### config.mk
export PLATFORM = sky130hd
export DESIGN_NAME = seconds_bcd_timebase
export DESIGN_NICKNAME = d
export VERILOG_FILES = /design/src/rtl/seg7_pkg.sv /design/src/rtl/seconds_bcd_timebase_tick_prescaler.sv /design/src/rtl/seconds_bcd_timebase.sv
export SDC_FILE = /design/constraint.sdc
export NUM_CORES = 1
export LEC_CHECK = 0
export ABC_AREA = 1
export BUFFER_PORTS_ARGS = -buffer_cell sky130_fd_sc_hd__buf_2
export CAP_MARGIN = 0
export CORE_ASPECT_RATIO = 0.9
export CORE_MARGIN = 1.5
export CORE_UTILIZATION = 30
export DETAILED_ROUTE_END_ITERATION = 10
export SLEW_MARGIN = 20
export SYNTH_ARGS = -nofsm -noshare
export SYNTH_HDL_FRONTEND = slang
export SYNTH_SLANG_ARGS = --single-unit
### constraint.sdc
create_clock -name clk -period 1.4 [get_ports clk]
set_input_delay 0.21 -clock clk [delete_from_list [all_inputs] [get_ports clk]]
set_output_delay 0.21 -clock clk [all_outputs]
set_load 0.02 [all_outputs]
### src/rtl/seg7_pkg.sv
// ----------------------------------------------------------------------------
// seg7_pkg
// Shared definitions for the seconds display path: BCD digit limits and the
// packed seconds value {tens, ones} consumed by the seven-segment decoder.
// ----------------------------------------------------------------------------
package seg7_pkg;

    localparam logic [3:0] DIGIT_MAX_ONES = 4'd9;
    localparam logic [2:0] DIGIT_MAX_TENS = 3'd5;

    typedef struct packed {
        logic [2:0] tens;
        logic [3:0] ones;
    } bcd_sec_t;

    // True when both digits are inside the legal seconds range 00..59.
    function automatic logic bcd_sec_valid(input bcd_sec_t v);
        return (v.ones <= DIGIT_MAX_ONES) && (v.tens <= DIGIT_MAX_TENS);
    endfunction

endpackage

### src/rtl/seconds_bcd_timebase_tick_prescaler.sv
// ----------------------------------------------------------------------------
// tick_prescaler
// Free-running modulo-DIV counter used as the seconds timebase.
//   clk         : system clock, rising edge
//   rst         : asynchronous active-high reset (pcnt -> 0)
//   en          : count enable; when low pcnt is frozen, not cleared
//   sync_clr    : synchronous return of pcnt to 0 (wins over en)
//   wrap_strobe : combinational, high while en=1 and pcnt==DIV-1
// ----------------------------------------------------------------------------
module tick_prescaler #(
    parameter int DIV = 10
) (
    input  logic clk,
    input  logic rst,
    input  logic en,
    input  logic sync_clr,
    output logic wrap_strobe
);

    localparam int             W    = (DIV > 1) ? $clog2(DIV) : 1;
    localparam logic [W-1:0]   LAST = W'(DIV - 1);

    logic [W-1:0] pcnt;

    always_ff @(posedge clk or posedge rst) begin
        if (rst) begin
            pcnt <= '0;
        end else if (sync_clr) begin
            pcnt <= '0;
        end else if (en) begin
            pcnt <= (pcnt == LAST) ? '0 : pcnt + 1'b1;
        end
    end

    assign wrap_strobe = en && (pcnt == LAST);

endmodule

### src/rtl/seconds_bcd_timebase.sv
// ----------------------------------------------------------------------------
// seconds_bcd_timebase
// Divides clk down to TICK_HZ and keeps a BCD seconds count 00..59 for the
// seven-segment seconds display. Supports run/pause, synchronous clear and,
// when the macro SECONDS_LOAD_EN is defined, a validated preset load.
//   clk, rst  : clock, asynchronous active-high reset
//   run       : 1 = count, 0 = freeze prescaler and count
//   clear     : synchronous clear of prescaler and count (highest priority)
//   load      : preset strobe (SECONDS_LOAD_EN builds only)
//   load_val  : preset value, [6:4] tens BCD, [3:0] ones BCD
//   ones_bcd  : seconds ones digit 0..9 (registered)
//   tens_bcd  : seconds tens digit 0..5 (registered)
//   tick      : one-cycle pulse with every count advance
//   wrap      : one-cycle pulse with the tick of the 59 -> 00 step
//   load_err  : one-cycle pulse after a rejected (non-BCD / >59) load
// Without SECONDS_LOAD_EN, load/load_val are ignored and load_err stays 0.
// ----------------------------------------------------------------------------
module seconds_bcd_timebase
    import seg7_pkg::*;
#(
    parameter int CLK_HZ  = 10_000_000,
    parameter int TICK_HZ = 1
) (
    input  logic       clk,
    input  logic       rst,
    input  logic       run,
    input  logic       clear,
    input  logic       load,
    input  logic [6:0] load_val,
    output logic [3:0] ones_bcd,
    output logic [2:0] tens_bcd,
    output logic       tick,
    output logic       wrap,
    output logic       load_err
);

    localparam int DIV = CLK_HZ / TICK_HZ;

    if (DIV < 2) begin : g_div_check
        $error("seconds_bcd_timebase: CLK_HZ / TICK_HZ must be at least 2");
    end

    bcd_sec_t count;
    logic     load_act;
    logic     load_ok;
    logic     presc_en;
    logic     presc_clr;
    logic     adv;

`ifdef SECONDS_LOAD_EN
    assign load_act = load;
    assign load_ok  = bcd_sec_valid(bcd_sec_t'(load_val));
`else
    logic unused_load;
    assign load_act    = 1'b0;
    assign load_ok     = 1'b0;
    assign unused_load = ^{load, load_val};
`endif

    // A rejected load must leave pcnt untouched, so any active load (or a
    // clear) takes the prescaler out of counting for that edge.
    assign presc_en  = run & ~clear & ~load_act;
    assign presc_clr = clear | (load_act & load_ok);

    tick_prescaler #(
        .DIV (DIV)
    ) u_prescaler (
        .clk         (clk),
        .rst         (rst),
        .en          (presc_en),
        .sync_clr    (presc_clr),
        .wrap_strobe (adv)
    );

    // BCD increment 00..59 with digit carry; never produces 10..15 in a digit.
    function automatic bcd_sec_t bcd_inc(input bcd_sec_t c);
        bcd_sec_t n;
        n = c;
        if (c.ones == DIGIT_MAX_ONES) begin
            n.ones = 4'd0;
            n.tens = (c.tens == DIGIT_MAX_TENS) ? 3'd0 : c.tens + 3'd1;
        end else begin
            n.ones = c.ones + 4'd1;
        end
        return n;
    endfunction

    always_ff @(posedge clk or posedge rst) begin
        if (rst) begin
            count    <= '0;
            tick     <= 1'b0;
            wrap     <= 1'b0;
            load_err <= 1'b0;
        end else begin
            tick     <= 1'b0;
            wrap     <= 1'b0;
            load_err <= 1'b0;
            if (clear) begin
                count <= '0;
            end else if (load_act) begin
                if (load_ok) begin
                    count <= bcd_sec_t'(load_val);
                end else begin
                    load_err <= 1'b1;
                end
            end else if (adv) begin
                count <= bcd_inc(count);
                tick  <= 1'b1;
                wrap  <= (count.tens == DIGIT_MAX_TENS) && (count.ones == DIGIT_MAX_ONES);
            end
        end
    end

    assign ones_bcd = count.ones;
    assign tens_bcd = count.tens;

endmodule
==> flow_summary_export.csv <==
group,metric,value,unit
cells_and_area,syn_to_final_growth,36.5,%
die,core_area,0.00655,mm^2
die,io-pin-count,22,
global_routing,grt_max_degree,34,
clock_tree,cts.path.max_buffers,2,
placed_design,port-buffer-count,12,
placed_design,dp.cells,417,
cells_and_area,final_cell_mix,"81 x nand2_1, 45 x buf_4, 31 x dfrtp_1",
yosys,syn_nets,292,
die,fp.dieH,81.1,um
clock_tree,htreeDepth,2,
die,die_w,89.8,um
routing,post_drt_via_cell_ratio,4.54,
power_and_ir_drop,power.leakage,1.32,nW
cells_and_area,drive_above_1_share,34.4,%
timing,setup_viol,30,
clock_tree,root_buffer,"clkbuf_8",
hold_path,worstHoldPathType,"input pin to async pin",
timing,drv_slew,0,
global_routing,overflow,0,
power_and_ir_drop,swShare,24.9,%
worst_setup_path,critPathSlowestCell,"dfrtp_1",
flow_run,cap_violations,0,
yosys,ys_seq_area_share,40.6,%
routing,dr_total_vias,1951,
worst_setup_path,crit_type,"flop to flop",
yosys,synth_top_area_cell,"dfrtp_1",
routing,route.detailed.drc,0,
routing,postRouteAntennaNets,0,
power_and_ir_drop,power_frac_comb,8.6,%
global_routing,grt_pass1_vias,1846,
routing,drtIter0Drc,71,
worst_setup_path,max_stage_delay,0.41,ns
worst_setup_path,cp_cell_sequence,"ha_4 > nand2_2 > inv_2 > nand2_4 > nor2_4 > nand2_4 > buf_4 > o21ai_4 > buf_6 > o22ai_1",
worst_setup_path,cp.required,1.55,ns
clock_tree,cts_made_buffers,5,
timing,fin_ws,-0.227,ns
cells_and_area,diodes,0,
placed_design,detailedPlace.worstSlack,-0.124,ns
worst_setup_path,timing.critical_path.buf_inv,3,
worst_setup_path,crit_path_end_kind,"flop",
power_and_ir_drop,net-switching-power,0.446,mW
cells_and_area,post-route-util,42.4,%
outcome,violations,"negative setup slack",
die,start_util,31.1,%
cells_and_area,regArea,828,um^2
yosys,synth.avg_cell_area,7.34,um^2
routing,drt_wl_total,5.15,mm
yosys,ys_ff_latch,33,
yosys,synthCells,277,
worst_setup_path,cp.arrival,1.78,ns
power_and_ir_drop,clockPowerShare,37.0,%
power_and_ir_drop,p_seq_share,54.3,%
worst_setup_path,reg2reg_to,"u_prescaler.pcnt[14]",
die,std_cell_rows,28,
power_and_ir_drop,ir_drop,0.271,mV
clock_tree,cts_tree,"done",
clock_tree,ctsHoldBuffers,0,
worst_setup_path,r2r-start,"u_prescaler.pcnt[0]",
timing,fin_crit_sh,116,%
timing,fin_crit,1.63,ns
timing,rsz0062_at_grt,"true",
yosys,synthDistinctLibCells,35,
cells_and_area,fin_nets,356,
placed_design,gp_congestion,0.782,
worst_setup_path,r2r_cells,10,
global_routing,grt_usage,14.6,%
global_routing,grt_first_pass_wirelength,8.36,mm
cells_and_area,mostFrequentLayoutCell,"nand2_1",
outcome,status,"finished, violations left",
placed_design,dp_hpwl,3.61,mm
worst_setup_path,critical-path-top-delay-family,"flip-flops",
yosys,synth_area_leaders,"dfrtp_1 41%, nand2_1 17%, nand3_1 5.9%",
timing,hold_violations,0,
yosys,ys_warn_count,0,
cells_and_area,final_area,0.00278,mm^2
clock_tree,cts.clk_slew.worst_paths,0.07,ns
power_and_ir_drop,p_int,1.34,mW
timing,fmax,0.614,GHz
worst_setup_path,crit_top_cell,"nand2_4",
die,die_area,0.00729,mm^2
routing,drt_pass1_iterations,4,
yosys,syn_area,0.00203,mm^2
cells_and_area,fillers,692,
power_and_ir_drop,p_per_area,644,mW/mm^2
placed_design,post_dp_cell_area,0.00251,mm^2
clock_tree,cts_sinks,33,
clock_tree,clk_latency,0.29,ns
cells_and_area,multi_input_area,0.00122,mm^2
worst_setup_path,start_kind,"flop",
worst_setup_path,r2r_slack,-0.23,ns
global_routing,antenna_found_initial,0,
cells_and_area,fin_cells,430,
yosys,synth_top_area_share,40.6,%
timing,setup-tns-final,-4.96,ns
timing,skew,0.00746,ns
routing,wl_per_cell,12.0,um
worst_setup_path,path_max_fanout,5,
## flip-flops by register name, summed over array words and instances (netlist names)
signal and count:
tens_bcd 3, tick 1, u_prescaler.pcnt 24, wrap 1, ones_bcd 4
## synth_stat cells
| master | n |
|---|---|
| dfrtp_1 | 33 |
| buf_1 | 1 |
| xor2_1 | 9 |
| nand2_1 | 90 |
| nand3_1 | 24 |
| nand4_1 | 8 |
| a21oi_1 | 2 |
| o41ai_1 | 1 |
| xnor2_1 | 2 |
| conb_1 | 1 |
| buf_2 | 1 |
| nor2_2 | 4 |
| nand2_2 | 3 |
| inv_2 | 5 |
| o21ai_1 | 9 |
| nand3_2 | 2 |
| inv_1 | 22 |
| nand3b_1 | 1 |
| mux2i_1 | 1 |
| clkinv_1 | 1 |
| ha_1 | 3 |
| buf_4 | 1 |
| nand2_4 | 2 |
| nor2_8 | 1 |
| nor2_4 | 3 |
| clkbuf_1 | 1 |
| o21ai_0 | 7 |
| a31oi_1 | 1 |
| a211oi_1 | 1 |
| o22ai_1 | 3 |
| or2_2 | 1 |
| o21ai_4 | 1 |
| nor3_1 | 2 |
| o21bai_1 | 1 |
| nor2_1 | 29 |
## cell type report
class | instances | share of cell area (%)
Sequential cell | 33 | 29.8
Clock inverter | 1 | 0.180
Clock buffer | 5 | 2.48
Tap cell | 90 | 4.06
Multi-Input combinational cell | 213 | 44.1
Inverter | 28 | 3.83
Timing Repair Buffer | 60 | 15.5
## layer usage
metal | global-route usage (%) | share of wire, % | up-vias
met5 | 0 | 0 | -
met4 | 5.40 | 1.5 | 0
met3 | 2.90 | 2.3 | 7
met2 | 24.5 | 45 | 25
met1 | 18.8 | 51 | 908
li1 | - | - | 1011
## how the worst max path moves through the flow
stage,start,to,slack (ns),depth (start not counted)
after global routing,u_prescaler.pcnt[1],tens_bcd[2],-0.32,11
after detailed placement,u_prescaler.pcnt[0],u_prescaler.pcnt[16],-0.12,8
after CTS,u_prescaler.pcnt[0],u_prescaler.pcnt[18],-0.14,10
after global placement,u_prescaler.pcnt[0],u_prescaler.pcnt[20],-0.11,8
after floorplan,u_prescaler.pcnt[0],ones_bcd[1],-0.02,11
final,u_prescaler.pcnt[0],u_prescaler.pcnt[14],-0.23,10
## metrics by stage
stage	power, mW	hold slack [ns]
detailed placement	1.12	0.344
floorplan	1.06	0.307
CTS	1.79	0.0305
global placement	1.12	0.332
finish	1.79	0.00565
global route	1.86	0.0526
## power groups by stage
stage / combinational, mW / clock (mW) / sequential [mW]
floorplan: 0.0644 / 0 / 0.994
global placement: 0.132 / 0 / 0.985
detailed placement: 0.134 / 0 / 0.986
CTS: 0.139 / 0.688 / 0.968
global route: 0.171 / 0.722 / 0.971
finish: 0.154 / 0.662 / 0.971
## kinds of logic (layout without fill, tap and decap cells)
logic type | Yosys count | after routing | synth area share (%)
muxes | 1 | 1 | 0.492
xor gates and xnor gates | 11 | 11 | 4.74
DFF | 33 | 33 | 40.6
other | 1 | 1 | 0.184
AOI/OAI and AO/OA | 26 | 26 | 7.63
and+or+nand+nor | 170 | 171 | 38.4
buffers and inverters | 32 | 94 | 6.15
adders and majority gates | 3 | 3 | 1.85
## worst min-delay path: stages
cell,delay (ns)
buf_2,0.09
inv_1,0.04
buf_4,0.38
## what timing repair did
action                     in CTS  in global routing
setup endpoints to repair      28                 32
buffers inserted                4                  4
gates resized for setup        11                 28
cloned                          0                  1
pin swaps                       0                 14
Power figures use the tool's default switching activity.
